**src/rtl/decode_pkg.sv**
```systemverilog
// Shared definitions for the decode stage: opcode encodings, ALUOp codes,
// the ID/EX control bundle and the opcode-to-control decoder.
package decode_pkg;

  localparam logic [2:0] OP_RTYPE = 3'b000;
  localparam logic [2:0] OP_LW    = 3'b001;
  localparam logic [2:0] OP_SW    = 3'b010;
  localparam logic [2:0] OP_BEQ   = 3'b011;
  localparam logic [2:0] OP_ADDI  = 3'b100;

  localparam logic [1:0] ALU_ADD   = 2'b00;
  localparam logic [1:0] ALU_SUB   = 2'b01;
  localparam logic [1:0] ALU_FUNCT = 2'b10;

  // Field order is the bit order of ex_ctrl_o, MSB first.
  typedef struct packed {
    logic       reg_dst;
    logic       alu_src;
    logic       mem_to_reg;
    logic       reg_write;
    logic       mem_read;
    logic       mem_write;
    logic       branch;
    logic [1:0] alu_op;
    logic       spare;
  } ctrl_t;

  // Opcodes 101..111 fall through to an all-zero bundle (NOP).
  function automatic ctrl_t decode_ctrl(input logic [2:0] op);
    ctrl_t c;
    c = '0;
    case (op)
      OP_RTYPE: begin
        c.reg_dst   = 1'b1;
        c.reg_write = 1'b1;
        c.alu_op    = ALU_FUNCT;
      end
      OP_LW: begin
        c.alu_src    = 1'b1;
        c.mem_to_reg = 1'b1;
        c.reg_write  = 1'b1;
        c.mem_read   = 1'b1;
        c.alu_op     = ALU_ADD;
      end
      OP_SW: begin
        c.alu_src   = 1'b1;
        c.mem_write = 1'b1;
        c.alu_op    = ALU_ADD;
      end
      OP_BEQ: begin
        c.branch = 1'b1;
        c.alu_op = ALU_SUB;
      end
      OP_ADDI: begin
        c.alu_src   = 1'b1;
        c.reg_write = 1'b1;
        c.alu_op    = ALU_ADD;
      end
      default: c = '0;
    endcase
    return c;
  endfunction

  // Instructions whose rt field is a source operand rather than a destination.
  function automatic logic uses_rt(input logic [2:0] op);
    return (op == OP_RTYPE) || (op == OP_SW) || (op == OP_BEQ);
  endfunction

endpackage

```
**src/rtl/decode_regfile.sv**
```systemverilog
// Register file for the decode stage: two combinational read ports, one
// write port committed at the clock edge, asynchronous clear of every entry.
// Optional macro DECODE_BYPASS_EN: a same-cycle write is forwarded to the
// read ports; without it reads return the pre-write array contents.
module decode_regfile
  import decode_pkg::*;
#(
  parameter int DATA_W     = 16,
  parameter int REG_ADDR_W = 3
) (
  input  logic                  clk,
  input  logic                  rst_n,
  input  logic                  we_i,
  input  logic [REG_ADDR_W-1:0] waddr_i,
  input  logic [DATA_W-1:0]     wdata_i,
  input  logic [REG_ADDR_W-1:0] raddr1_i,
  input  logic [REG_ADDR_W-1:0] raddr2_i,
  output logic [DATA_W-1:0]     rdata1_o,
  output logic [DATA_W-1:0]     rdata2_o
);

  localparam int NUM_REGS = 2 ** REG_ADDR_W;

  logic [DATA_W-1:0] regs_q [NUM_REGS];

  // Array storage: cleared on reset, one write per cycle from write-back.
  // NOTE: resetting every entry forces this array into flip-flops (no SRAM
  // macro supports an async clear); that is intended for this small file.
  always_ff @(posedge clk or negedge rst_n) begin
    if (!rst_n) begin
      for (int i = 0; i < NUM_REGS; i++) begin
        regs_q[i] <= '0;
      end
    end else if (we_i) begin
      regs_q[waddr_i] <= wdata_i;
    end
  end

`ifdef DECODE_BYPASS_EN
  // Write-through: a register written this cycle is seen by the reader now.
  assign rdata1_o = (we_i && (waddr_i == raddr1_i)) ? wdata_i : regs_q[raddr1_i];
  assign rdata2_o = (we_i && (waddr_i == raddr2_i)) ? wdata_i : regs_q[raddr2_i];
`else
  // Plain read of the stored value; forwarding downstream covers the gap.
  assign rdata1_o = regs_q[raddr1_i];
  assign rdata2_o = regs_q[raddr2_i];
`endif

endmodule

```
**src/rtl/pipelined_decode_unit.sv**
```systemverilog
// Decode stage of the in-order pipeline: field extraction, control decode,
// immediate sign-extension, load-use hazard detection and the ID/EX
// register with flush / hold / bubble control.
// Optional macro DECODE_BYPASS_EN enables write-through in decode_regfile.
module pipelined_decode_unit
  import decode_pkg::*;
#(
  parameter int DATA_W     = 16,
  parameter int INSTR_W    = 16,
  parameter int REG_ADDR_W = 3
) (
  input  logic                  clk,
  input  logic                  rst_n,
  input  logic                  id_valid_i,
  input  logic [INSTR_W-1:0]    instruction,
  output logic                  stall_o,
  input  logic                  flush_i,
  input  logic                  ex_hold_i,
  input  logic                  wb_we_i,
  input  logic [REG_ADDR_W-1:0] wb_addr_i,
  input  logic [DATA_W-1:0]     wb_data_i,
  output logic                  ex_valid_o,
  output logic [DATA_W-1:0]     ex_rd1_o,
  output logic [DATA_W-1:0]     ex_rd2_o,
  output logic [DATA_W-1:0]     ex_imm_o,
  output logic [REG_ADDR_W-1:0] ex_rs_o,
  output logic [REG_ADDR_W-1:0] ex_rt_o,
  output logic [REG_ADDR_W-1:0] ex_wreg_o,
  output logic [9:0]            ex_ctrl_o
);

  localparam int IMM_W = INSTR_W - 3 - 2 * REG_ADDR_W;

  // Instruction fields
  logic [2:0]            opcode;
  logic [REG_ADDR_W-1:0] rs;
  logic [REG_ADDR_W-1:0] rt;
  logic [REG_ADDR_W-1:0] rd;
  logic [IMM_W-1:0]      imm;
  logic [DATA_W-1:0]     imm_ext;
  logic [DATA_W-1:0]     rd1;
  logic [DATA_W-1:0]     rd2;
  ctrl_t                 ctrl_dec;
  logic [REG_ADDR_W-1:0] wreg_dec;
  logic                  hazard;

  assign opcode   = instruction[INSTR_W-1 -: 3];
  assign rs       = instruction[INSTR_W-4 -: REG_ADDR_W];
  assign rt       = instruction[INSTR_W-4-REG_ADDR_W -: REG_ADDR_W];
  assign imm      = instruction[IMM_W-1:0];
  assign rd       = imm[IMM_W-1 -: REG_ADDR_W];
  assign imm_ext  = {{(DATA_W - IMM_W){imm[IMM_W-1]}}, imm};
  assign ctrl_dec = decode_ctrl(opcode);
  assign wreg_dec = ctrl_dec.reg_dst ? rd : rt;

  // ID/EX state
  logic                  ex_valid_q, ex_valid_d;
  ctrl_t                 ex_ctrl_q,  ex_ctrl_d;
  logic [DATA_W-1:0]     ex_rd1_q,   ex_rd1_d;
  logic [DATA_W-1:0]     ex_rd2_q,   ex_rd2_d;
  logic [DATA_W-1:0]     ex_imm_q,   ex_imm_d;
  logic [REG_ADDR_W-1:0] ex_rs_q,    ex_rs_d;
  logic [REG_ADDR_W-1:0] ex_rt_q,    ex_rt_d;
  logic [REG_ADDR_W-1:0] ex_wreg_q,  ex_wreg_d;

  decode_regfile #(
    .DATA_W     (DATA_W),
    .REG_ADDR_W (REG_ADDR_W)
  ) u_regfile (
    .clk      (clk),
    .rst_n    (rst_n),
    .we_i     (wb_we_i),
    .waddr_i  (wb_addr_i),
    .wdata_i  (wb_data_i),
    .raddr1_i (rs),
    .raddr2_i (rt),
    .rdata1_o (rd1),
    .rdata2_o (rd2)
  );

  // A load in EX whose destination is a source of the instruction in ID.
  assign hazard = ex_valid_q & ex_ctrl_q.mem_read & id_valid_i &
                  ((ex_wreg_q == rs) | (uses_rt(opcode) & (ex_wreg_q == rt)));

  assign stall_o = hazard | ex_hold_i;

  // Next ID/EX contents: flush, then hold, then hazard bubble, then load.
  // NOTE: every _d starts from its current _q so each path through the
  // if/else assigns all of them and no latch is inferred.
  always_comb begin
    ex_valid_d = ex_valid_q;
    ex_ctrl_d  = ex_ctrl_q;
    ex_rd1_d   = ex_rd1_q;
    ex_rd2_d   = ex_rd2_q;
    ex_imm_d   = ex_imm_q;
    ex_rs_d    = ex_rs_q;
    ex_rt_d    = ex_rt_q;
    ex_wreg_d  = ex_wreg_q;
    if (flush_i) begin
      ex_valid_d = 1'b0;
      ex_ctrl_d  = '0;
    end else if (ex_hold_i) begin
      ex_valid_d = ex_valid_q;
    end else if (hazard) begin
      ex_valid_d = 1'b0;
      ex_ctrl_d  = '0;
    end else begin
      ex_valid_d = id_valid_i;
      ex_ctrl_d  = id_valid_i ? ctrl_dec : '0;
      ex_rd1_d   = rd1;
      ex_rd2_d   = rd2;
      ex_imm_d   = imm_ext;
      ex_rs_d    = rs;
      ex_rt_d    = rt;
      ex_wreg_d  = wreg_dec;
    end
  end

  // ID/EX pipeline register.
  // NOTE: non-blocking assignments so every flop samples pre-edge values.
  always_ff @(posedge clk or negedge rst_n) begin
    if (!rst_n) begin
      ex_valid_q <= 1'b0;
      ex_ctrl_q  <= '0;
      ex_rd1_q   <= '0;
      ex_rd2_q   <= '0;
      ex_imm_q   <= '0;
      ex_rs_q    <= '0;
      ex_rt_q    <= '0;
      ex_wreg_q  <= '0;
    end else begin
      ex_valid_q <= ex_valid_d;
      ex_ctrl_q  <= ex_ctrl_d;
      ex_rd1_q   <= ex_rd1_d;
      ex_rd2_q   <= ex_rd2_d;
      ex_imm_q   <= ex_imm_d;
      ex_rs_q    <= ex_rs_d;
      ex_rt_q    <= ex_rt_d;
      ex_wreg_q  <= ex_wreg_d;
    end
  end

  assign ex_valid_o = ex_valid_q;
  assign ex_ctrl_o  = ex_ctrl_q;
  assign ex_rd1_o   = ex_rd1_q;
  assign ex_rd2_o   = ex_rd2_q;
  assign ex_imm_o   = ex_imm_q;
  assign ex_rs_o    = ex_rs_q;
  assign ex_rt_o    = ex_rt_q;
  assign ex_wreg_o  = ex_wreg_q;

endmodule

```
**config.mk**
```make
export PLATFORM = sky130hd
export DESIGN_NAME = pipelined_decode_unit
export DESIGN_NICKNAME = d
export VERILOG_FILES = /design/src/rtl/decode_pkg.sv /design/src/rtl/decode_regfile.sv /design/src/rtl/pipelined_decode_unit.sv
export SDC_FILE = /design/constraint.sdc
export NUM_CORES = 1
export LEC_CHECK = 0
export BUFFER_PORTS_ARGS = -buffer_cell sky130_fd_sc_hd__buf_2
export CORE_UTILIZATION = 42
export DETAILED_ROUTE_END_ITERATION = 6
export PLACE_DENSITY = 0.71
export RECOVER_POWER = 25
export SYNTH_ARGS = -nofsm -noshare
export SYNTH_HDL_FRONTEND = slang
export SYNTH_SLANG_ARGS = --single-unit
```
**constraint.sdc**
```tcl
create_clock -name clk -period 1.6 [get_ports clk]
set_input_delay 0.16 -clock clk [delete_from_list [all_inputs] [get_ports clk]]
set_output_delay 0.16 -clock clk [all_outputs]
set_load 0.01 [all_outputs]
```
* Word-level counts from Yosys, hierarchy flattened
Index checks and enable logic that the tools add are counted.
W data, S select, Z words.
** Word-level totals
- Input port bits :: 41
- Logic and storage cells :: 78
- Output and inout bits :: 69
- Register bits :: 187
** Cells by class
- Equal/unequal tests :: 7
- Order comparisons :: 4
- Mux-type cells :: 24
- Bitwise operators :: 12
- Reductions and logical operators :: 7
** Operator list (number)
- $bwmux W128 :: 1
- $bmux W16 S3 :: 2
- $mux W16 :: 5
- $demux W16 S3 :: 1
- $mux W10 :: 4
- $ge A4 B4 Y1 const B :: 3
- $not A3 Y4 :: 3
- $mux W1 :: 9
- $eq A3 B2 Y1 const B :: 2
- $eq A3 B3 Y1 :: 2
- $reduce_or A3 Y1 :: 2
- $and A1 B1 Y1 :: 4
- $lt A4 B1 Y1 const B :: 1
- $pmux W2 S2 :: 1
- $eq A3 B1 Y1 const B :: 1
- $eq A3 B3 Y1 const B :: 1
- $logic_not A3 Y1 :: 1
- $mux W3 :: 1
- $not A1 Y1 :: 3
- $reduce_and A3 Y1 :: 1
- $logic_or A1 B1 Y1 :: 2
- $ne A2 B2 Y1 const B :: 1
- $or A1 B1 Y1 :: 2
- $logic_and A1 B1 Y1 :: 1

* Depth between registers and ports, before layout
Gate-level depths: netlist of run 1.
- Depth after elaboration :: 9
- Depth in mapped cells :: 8
- Depth with buffers taken out :: 5

* Hierarchy
From an unflattened synthesis of run 1, not the netlist that was laid out.
** Unflattened totals
- Cells, all modules :: 549
- Area total of the unflattened synthesis :: 9489.1 um2
** Modules (own cells, without submodules)
- decode_regfile :: times used 1, cells an instance 393, seq. area each 3203.1 um2, area an instance 7000.5 um2
- pipelined_decode_unit :: times used 1, cells an instance 156, seq. area each 1401.3 um2, area an instance 2488.6 um2

* Least setup slack after synthesis of run 1
Ideal clock, no wire load.
- Path kind :: register -> register
- From :: register ex_wreg_q[0] (netlist: ex_wreg_o[0])
- To :: register ex_imm_q[4] (netlist: ex_imm_o[4])
- Buffers on the path :: 2
- Cell stages (with the launch flop) :: 8
- Library setup time :: 125 ps
- Slack :: -182 ps
- Period minus slack after synthesis :: 1782 ps
- Arrival :: 1657 ps
- Data required time :: 1475 ps
- Path through :: dfrtp_1 xor2_1 nor3_2 a31oi_2 o21ai_2 buf_6 buf_12 mux2_4
** Between the ends
- Cells in the longest elaborated chain, start to end :: 6
- Elaborated cells between the ends (all ways) :: 7
- Classes of those cells :: 2 x eq/ne; 4 x bitwise; 1 x reduce/logical
** RTL lines
- from (decl) :: line pipelined_decode_unit.sv:64 : logic [REG_ADDR_W-1:0] ex_wreg_q, ex_wreg_d;
- from (signal assigned) :: line pipelined_decode_unit.sv:139 : ex_wreg_q <= ex_wreg_d;
- $eq A3 B3 Y1 :: line pipelined_decode_unit.sv:83 : ((ex_wreg_q == rs) | (uses_rt(opcode) & (ex_wreg_q == rt)));
- $and A1 B1 Y1 :: line pipelined_decode_unit.sv:83
- $or A1 B1 Y1 (*) :: line pipelined_decode_unit.sv:83
- $and A1 B1 Y1 (*) :: line pipelined_decode_unit.sv:82 : assign hazard = ex_valid_q & ex_ctrl_q.mem_read & id_valid_i &
- $not A1 Y1 (no line) (*)
- $reduce_and A3 Y1 (no line) (*)
- to (signal assigned) :: line pipelined_decode_unit.sv:136 : ex_imm_q <= ex_imm_d;
- to (decl) :: line pipelined_decode_unit.sv:61 : logic [DATA_W-1:0] ex_imm_q, ex_imm_d;
Mark *: on every way between the ends. The rest lies on a longest branch, timed or not.
A chain may end at the register's enable or synchronous reset.

* Final worst setup path of run 1
- From :: register ex_wreg_q[2] (netlist: ex_wreg_o[2])
- To :: output port stall_o
** Between the ends
- Cells in the longest elaborated chain, start to end :: 5
- Elaborated cells between the ends (all ways) :: 6
- Classes of those cells :: 2 x eq/ne; 4 x bitwise
** RTL lines
- $eq A3 B3 Y1 :: line pipelined_decode_unit.sv:83
- $and A1 B1 Y1 :: line pipelined_decode_unit.sv:83
- $or A1 B1 Y1 (*) :: line pipelined_decode_unit.sv:83
- $and A1 B1 Y1 (*) :: line pipelined_decode_unit.sv:82
- $or A1 B1 Y1 (*) :: line pipelined_decode_unit.sv:85 : assign stall_o = hazard | ex_hold_i;
- to (decl) :: line pipelined_decode_unit.sv:16 : output logic stall_o,
Marked as above.

==> results.ini, run 1 <==
[cts]
insertion_delay_ns=0.43
cts_tree=built
root_buffer=clkbuf_16
h-tree-depth=4
cts.clk_slew.worst_paths_ns=0.07
clock_path_buffers=2
cts_buffers=17
cts.sink_count=184

[routing]
route.detailed.drc=0
drt-initial-drc-count=293
dr.pass1.iters=5
post_drt_wl_per_cell_um=22.6
ant_nets=0
vias=5713
via_per_inst=5.74
wirelength_um=22500

[worst_setup_path]
criticalPathCategory=reg2out
critical_path_required_ns=1.44
r2r-start=ex_wreg_o[2]
cp_max_fo=4
end_kind=output pin
crit_path_start=ex_wreg_o[2]
start_kind=flip-flop
cp_data_arrival_time_ns=1.83

[place]
placed_cells=941
io_buffers=108
place_area_mm2=0.0105
hpwlAfterDp_um=14300
routabilityCongestion=0.833

[floorplanning]
die_h_um=152
start_util_pct=43.1
dieArea_mm2=0.0231
ios=110
rows=54
die_w_um=152
core_area_mm2=0.0219

[timing]
final.period_utilization_pct=125
setup_ws_ns=-0.393
rsz0062_at_grt=yes
max_freq_mhz=502
min_period_ns=1.99
worst_pin_slew_ns=1.22
hold_violations=0
hold_slack_ns=0.0522
slew_headroom_pct=18.4
report.final.slew_viol_count=0
tns_ns=-15.53
setup_violations=57
skew_ns=0.00725

[min_path]
min_from=wb_data_i[7]
hp-class=in2reg

[yosys]
synth_seq_area_share_pct=48.8
synthAdderAreaFrac_pct=0
synth.mux.area_fraction_pct=43.3
synth_xor_area_share_pct=0.650
synth_compound_area_share_pct=1.05
synth-simple-area-share_pct=2.10
synth_area_mm2=0.00943
ys_ff_latch=184
syn_area_per_cell_um2=16.7
syn_inst=565
yosys_warnings=0
synth_nets=606
synth_top_family_by_area=multiplexers
synth_cell_type_count=32

[pwr]
powerDensity_mw_per_mm2=1270
clockPowerShare_pct=30.0
p_seq_share_pct=44.7
ir_drop_mv=0.651
internal_power_mw=10.7
swShare_pct=27.0
p_comb_share_pct=25.3
p_sw_mw=3.95
leakagePower_nw=5.22

[final_layout]
fillers=1813
final_common_cell=dfrtp_1
layoutNonFillerInstCount=996
layout_common_cells=dfrtp_1, mux2_2, buf_2, mux4_1, mux2_4
fin_nets=742
final_area_mm2=0.0115
synthToLayoutAreaGrowth_pct=21.6
drive_gt1_share_pct=59.7

[job]
cap_viol_max_count=0

[global_route]
grt_first_pass_wirelength_um=35800
antenna_found_initial=2
met1_usage_pct=26.2
use_met3_pct=4.28
grt_usage_pct=20.3
grt_max_degree=50
grt_overflow_total=0
use_met2_pct=34.4
grt_busiest_layer=met2
grt_pass1_vias=6210

[outcome]
outcome=complete, but fails checks
violations=negative setup slack

## stage by stage
step | power [mW] | utilization (%) | worst slack [ns]
6_report | 14.6 | 52.4 | -0.393
3_5_place_dp | 10.1 | 47.8 | -0.307
2_1_floorplan | 8.79 | - | -0.182
4_1_cts | 14.7 | 52.1 | -0.351
3_3_place_gp | 9.83 | 47.8 | -0.296
5_1_grt | 15.3 | 52.4 | -0.484
## Yosys cell counts
cell / instances / area, um2
nor3b_2: 2 / 25.0
o21ai_2: 1 / 8.76
a31oi_2: 1 / 12.5
nand3_1: 1 / 5.00
mux2_2: 191 / 2150
buf_2: 9 / 45.0
mux2_4: 20 / 300
buf_6: 11 / 124
clkbuf_1: 12 / 45.0
xor2_1: 5 / 43.8
xnor2_1: 2 / 17.5
o41ai_1: 1 / 8.76
buf_4: 17 / 128
mux4_2: 13 / 293
conb_1: 1 / 3.75
o21ai_1: 1 / 5.00
o31ai_1: 1 / 7.51
nor3_2: 3 / 30.0
o21ai_0: 8 / 40.0
o21bai_1: 1 / 7.51
dfrtp_1: 184 / 4600
nand4b_1: 3 / 26.3
buf_12: 2 / 40.0
a211o_1: 1 / 8.76
nand4_1: 1 / 6.26
nand2_1: 10 / 37.5
nor2b_1: 3 / 18.8
mux4_1: 51 / 1340
nand3b_1: 1 / 7.51
nor2_1: 2 / 7.51
nand2b_1: 3 / 18.8
nor3_1: 3 / 15.0
## final timing paths
check | endpoint | slack, ns | cells past startpoint
hold / removal | u_regfile.regs_q[23] | 0.05 | 2
setup / recovery | stall_o | -0.39 | 6
setup reg to reg | ex_rd2_o[5] | -0.31 | 7
hold reg to reg | ex_ctrl_o[3] | 0.49 | 2
min in group asynchronous | ex_rd1_o[1] | 0.52 | 2
max in group asynchronous | ex_rd1_o[8] | 0.20 | 3
## cell type report
| type | count | area, um2 | share of cell area [%] |
|---|---|---|---|
| antenna | 2 | 5.00 | 0.0436 |
| sequential | 184 | 4600 | 40.2 |
| clock buffer | 19 | 453 | 3.95 |
| clock inverter | 13 | 168 | 1.46 |
| timing repair buffer | 168 | 1300 | 11.3 |
| tap | 280 | 350 | 3.06 |
| multi-input combinational | 330 | 4590 | 40.0 |
## worst max-delay path: stages (launching register included)
cell	delay, ns
dfrtp_1	0.43
xor2_1	0.17
nor3_1	0.25
a31oi_2	0.10
buf_4	0.16
o21bai_1	0.13
buf_2	0.15
## logic make-up (layout without fill, tap and decap cells)
| family | count (synthesis) | after routing |
|---|---|---|
| other | 1 | 3 |
| XOR/XNOR | 7 | 7 |
| AND/OR/NAND/NOR | 32 | 32 |
| AO/OA/AOI/OAI | 15 | 15 |
| flip-flops | 184 | 184 |
| multiplexers | 275 | 275 |
| buffers and inverters | 51 | 200 |
## what timing repair did
| action | CTS | global route |
|---|---|---|
| setup buffers | 6 | 1 |
| cloned | 4 | 2 |
| pin swaps | 1 | 7 |
| resized for setup | 21 | 26 |
| hold buffers | 9 | 0 |
| endpoints found under the setup margin | 57 | 57 |
| endpoints found under the hold margin | 53 | 0 |
## per-layer routing
layer,part of all wire [%],wire length [um],vias up
li1,-,-,2467
met1,43,9770,3047
met2,50,11300,171
met3,4.7,1060,28
met4,1.8,394,0
met5,0,0,-
## flip-flops by register name (all words and copies together), names as in the netlist
| register | flops |
|---|---|
| ex_rd1_o | 16 |
| ex_rt_o | 3 |
| ex_wreg_o | 3 |
| ex_ctrl_o | 7 |
| ex_rs_o | 3 |
| u_regfile.regs_q | 128 |
| ex_rd2_o | 16 |
| ex_imm_o | 7 |
| ex_valid_o | 1 |
## power by group through the flow
stage	clock, mW	combinational [mW]	sequential (mW)
after floorplan	0	2.29	6.50
after global placement	0	3.37	6.45
after global routing	4.66	3.97	6.69
final	4.38	3.70	6.54
after detailed placement	0	3.50	6.59
after CTS	4.47	3.67	6.51
Power figures use the tool's default switching activity.
==> inputs of run 2 (changes only) <==
--- a/constraint.sdc
+++ b/constraint.sdc
@@ -3,2 +3,2 @@
 set_output_delay 0.16 -clock clk [all_outputs]
-set_load 0.01 [all_outputs]
+set_load 0.05 [all_outputs]
==> run 2 against run 1 <==
Against the previous run: sequential power about the same; global-route usage is 0.20 points lower; worst setup slack gained 0.026 ns; combinational power increased by 34%; via count down 0.11%; clock power increased by 15%; hold slack lost 0.043 ns; critical path depth is the same; sequential cell count did not move; clock-buffer cell count shrank 1; the flow still finishes with violations (negative setup slack); sequential share of layout area is 0.085 points lower.
==> results.ini, run 2 (synthesized netlist as in run 1, its figures left out) <==
[cts]
insertion_delay_ns=0.43  ; about the same
h-tree-depth=4  ; unchanged
cts.sink_count=184  ; unchanged
cts_tree=built
cts.clk_slew.worst_paths_ns=0.07  ; about the same
root_buffer=clkbuf_16
cts_buffers=17  ; unchanged
clock_path_buffers=2  ; unchanged

[pwr]
powerDensity_mw_per_mm2=1440  ; +13%
ir_drop_mv=0.575  ; -12%
leakagePower_nw=5.18  ; -0.81%

[global_route]
grt_first_pass_wirelength_um=35300  ; -1.3%
met1_usage_pct=26.6  ; +0.34 points
grt_usage_pct=20.0  ; -0.20 points
use_met3_pct=4.42  ; +0.14 points
grt_max_degree=60  ; +20%
grt_busiest_layer=met2
antenna_found_initial=2  ; unchanged
grt_pass1_vias=6011  ; -3.2%
use_met2_pct=32.9  ; -1.6 points
grt_overflow_total=0  ; unchanged

[floorplanning]
core_area_mm2=0.0219  ; unchanged
ios=110  ; unchanged
die_h_um=152  ; unchanged
die_w_um=152  ; unchanged
start_util_pct=43.1  ; unchanged
rows=54  ; unchanged
dieArea_mm2=0.0231  ; unchanged

[routing]
drt-initial-drc-count=391  ; +33%
vias=5707  ; -0.11%
route.detailed.drc=0  ; unchanged
ant_nets=0  ; unchanged
wirelength_um=22900  ; +1.8%
post_drt_wl_per_cell_um=23.1  ; +2.1%
dr.pass1.iters=5  ; unchanged
via_per_inst=5.74  ; about the same

[timing]
max_freq_mhz=508  ; +1.3%
slew_headroom_pct=21.1  ; +2.7 points
rsz0062_at_grt=yes
skew_ns=0.00838  ; +0.00112 ns
final.period_utilization_pct=123  ; -1.6 points
report.final.slew_viol_count=0  ; unchanged
setup_violations=57  ; unchanged
setup_ws_ns=-0.367  ; +0.0258 ns
hold_violations=0  ; unchanged
min_period_ns=1.97  ; -0.0258 ns
tns_ns=-15.68  ; -0.153 ns
worst_pin_slew_ns=1.18  ; -0.0401 ns

[worst_setup_path]
ff2ff_setup_slack_ns=-0.34  ; -0.03 ns
cp_max_fo=4  ; unchanged
cp_data_arrival_time_ns=1.81  ; -0.02 ns
critical_path_required_ns=1.44  ; about the same
end_kind=output pin
criticalPathCategory=reg2out
start_kind=flip-flop

[final_layout]
layout_common_cells=mux2_2, dfrtp_1, buf_2, mux4_1, mux2_4
largest_register_ffs=128  ; unchanged
fin_nets=741  ; -0.13%
drive_gt1_share_pct=60.3  ; +0.64 points
synthToLayoutAreaGrowth_pct=21.9
largest_register=u_regfile.regs_q
final_area_mm2=0.0115  ; +0.29%

[outcome]
outcome=complete, but fails checks
violations=negative setup slack

[place]
io_buffers=108  ; unchanged
hpwlAfterDp_um=13900  ; -2.2%
dp_slack_ns=-0.290  ; +0.0166 ns
place_area_mm2=0.0105  ; +0.19%
routabilityCongestion=0.822  ; -1.3%

[min_path]
hp-class=in2reg

[job]
cap_viol_max_count=0  ; unchanged

-- run 2: through the flow --
step           hold slack, ns  cells  total power, mW  util, %
6_report              0.00949    994             16.5     52.5
3_3_place_gp            0.107    941             11.2     47.9
4_1_cts               0.00165    988             16.5     52.2
3_5_place_dp            0.115    941             11.4     47.9
5_1_grt               0.00208    993             17.2     52.5
2_1_floorplan          -0.136    565             10.1        -
-- run 2: final timing paths --
check | to | startpoint | cells past startpoint
worst max-delay path | stall_o | ex_wreg_o[0] | 6
worst min-delay path | ex_imm_o[6] | instruction[6] | 2
worst max register to register | ex_rd1_o[13] | ex_wreg_o[0] | 7
worst min register to register | ex_ctrl_o[8] | ex_ctrl_o[8] | 2
max in group asynchronous | u_regfile.regs_q[20] | rst_n | 3
min in group asynchronous | ex_rd2_o[0] | rst_n | 2
-- run 2: layout make-up --
class                   instances  area (um2)
diodes                          1        2.50
clock buffers                  18         439
clock inverters                14         267
fillers                      1712       10400
multi-input cells             330        4530
flip-flops and latches        184        4610
well taps                     280         350
repair buffers                167        1300
-- run 2: repair_timing --
action | CTS | global route
cloned | 2 | 4
setup endpoints to repair | 57 | 57
pin swaps | 0 | 6
buffers inserted | 6 | 6
hold buffers | 7 | 1
endpoints found under the hold margin | 45 | 1
resized for setup | 19 | 26
-- run 2: layer usage --
metal  part of all wire [%]  vias up  routed length, um
met5                  0.035        -                  8
li1                       -     2461                  -
met1                     44     3049              10200
met2                     49      165              11300
met4                    1.5        2                345
met3                    4.7       30               1070
-- run 2: worst max-delay path: stages, from the launching register on --
cell and delay, ns:
dfrtp_2 0.43, xor2_1 0.16, nor3_2 0.18, a31oi_2 0.15, buf_4 0.18, o21bai_4 0.11, buf_6 0.17
-- run 2: where the power goes --
group | internal (mW) | switching (mW) | total, mW
sequential | 5.75 | 0.792 | 6.55
clock | 3.15 | 1.87 | 5.02
combinational | 2.30 | 2.66 | 4.95
total | 11.2 | 5.32 | 16.5
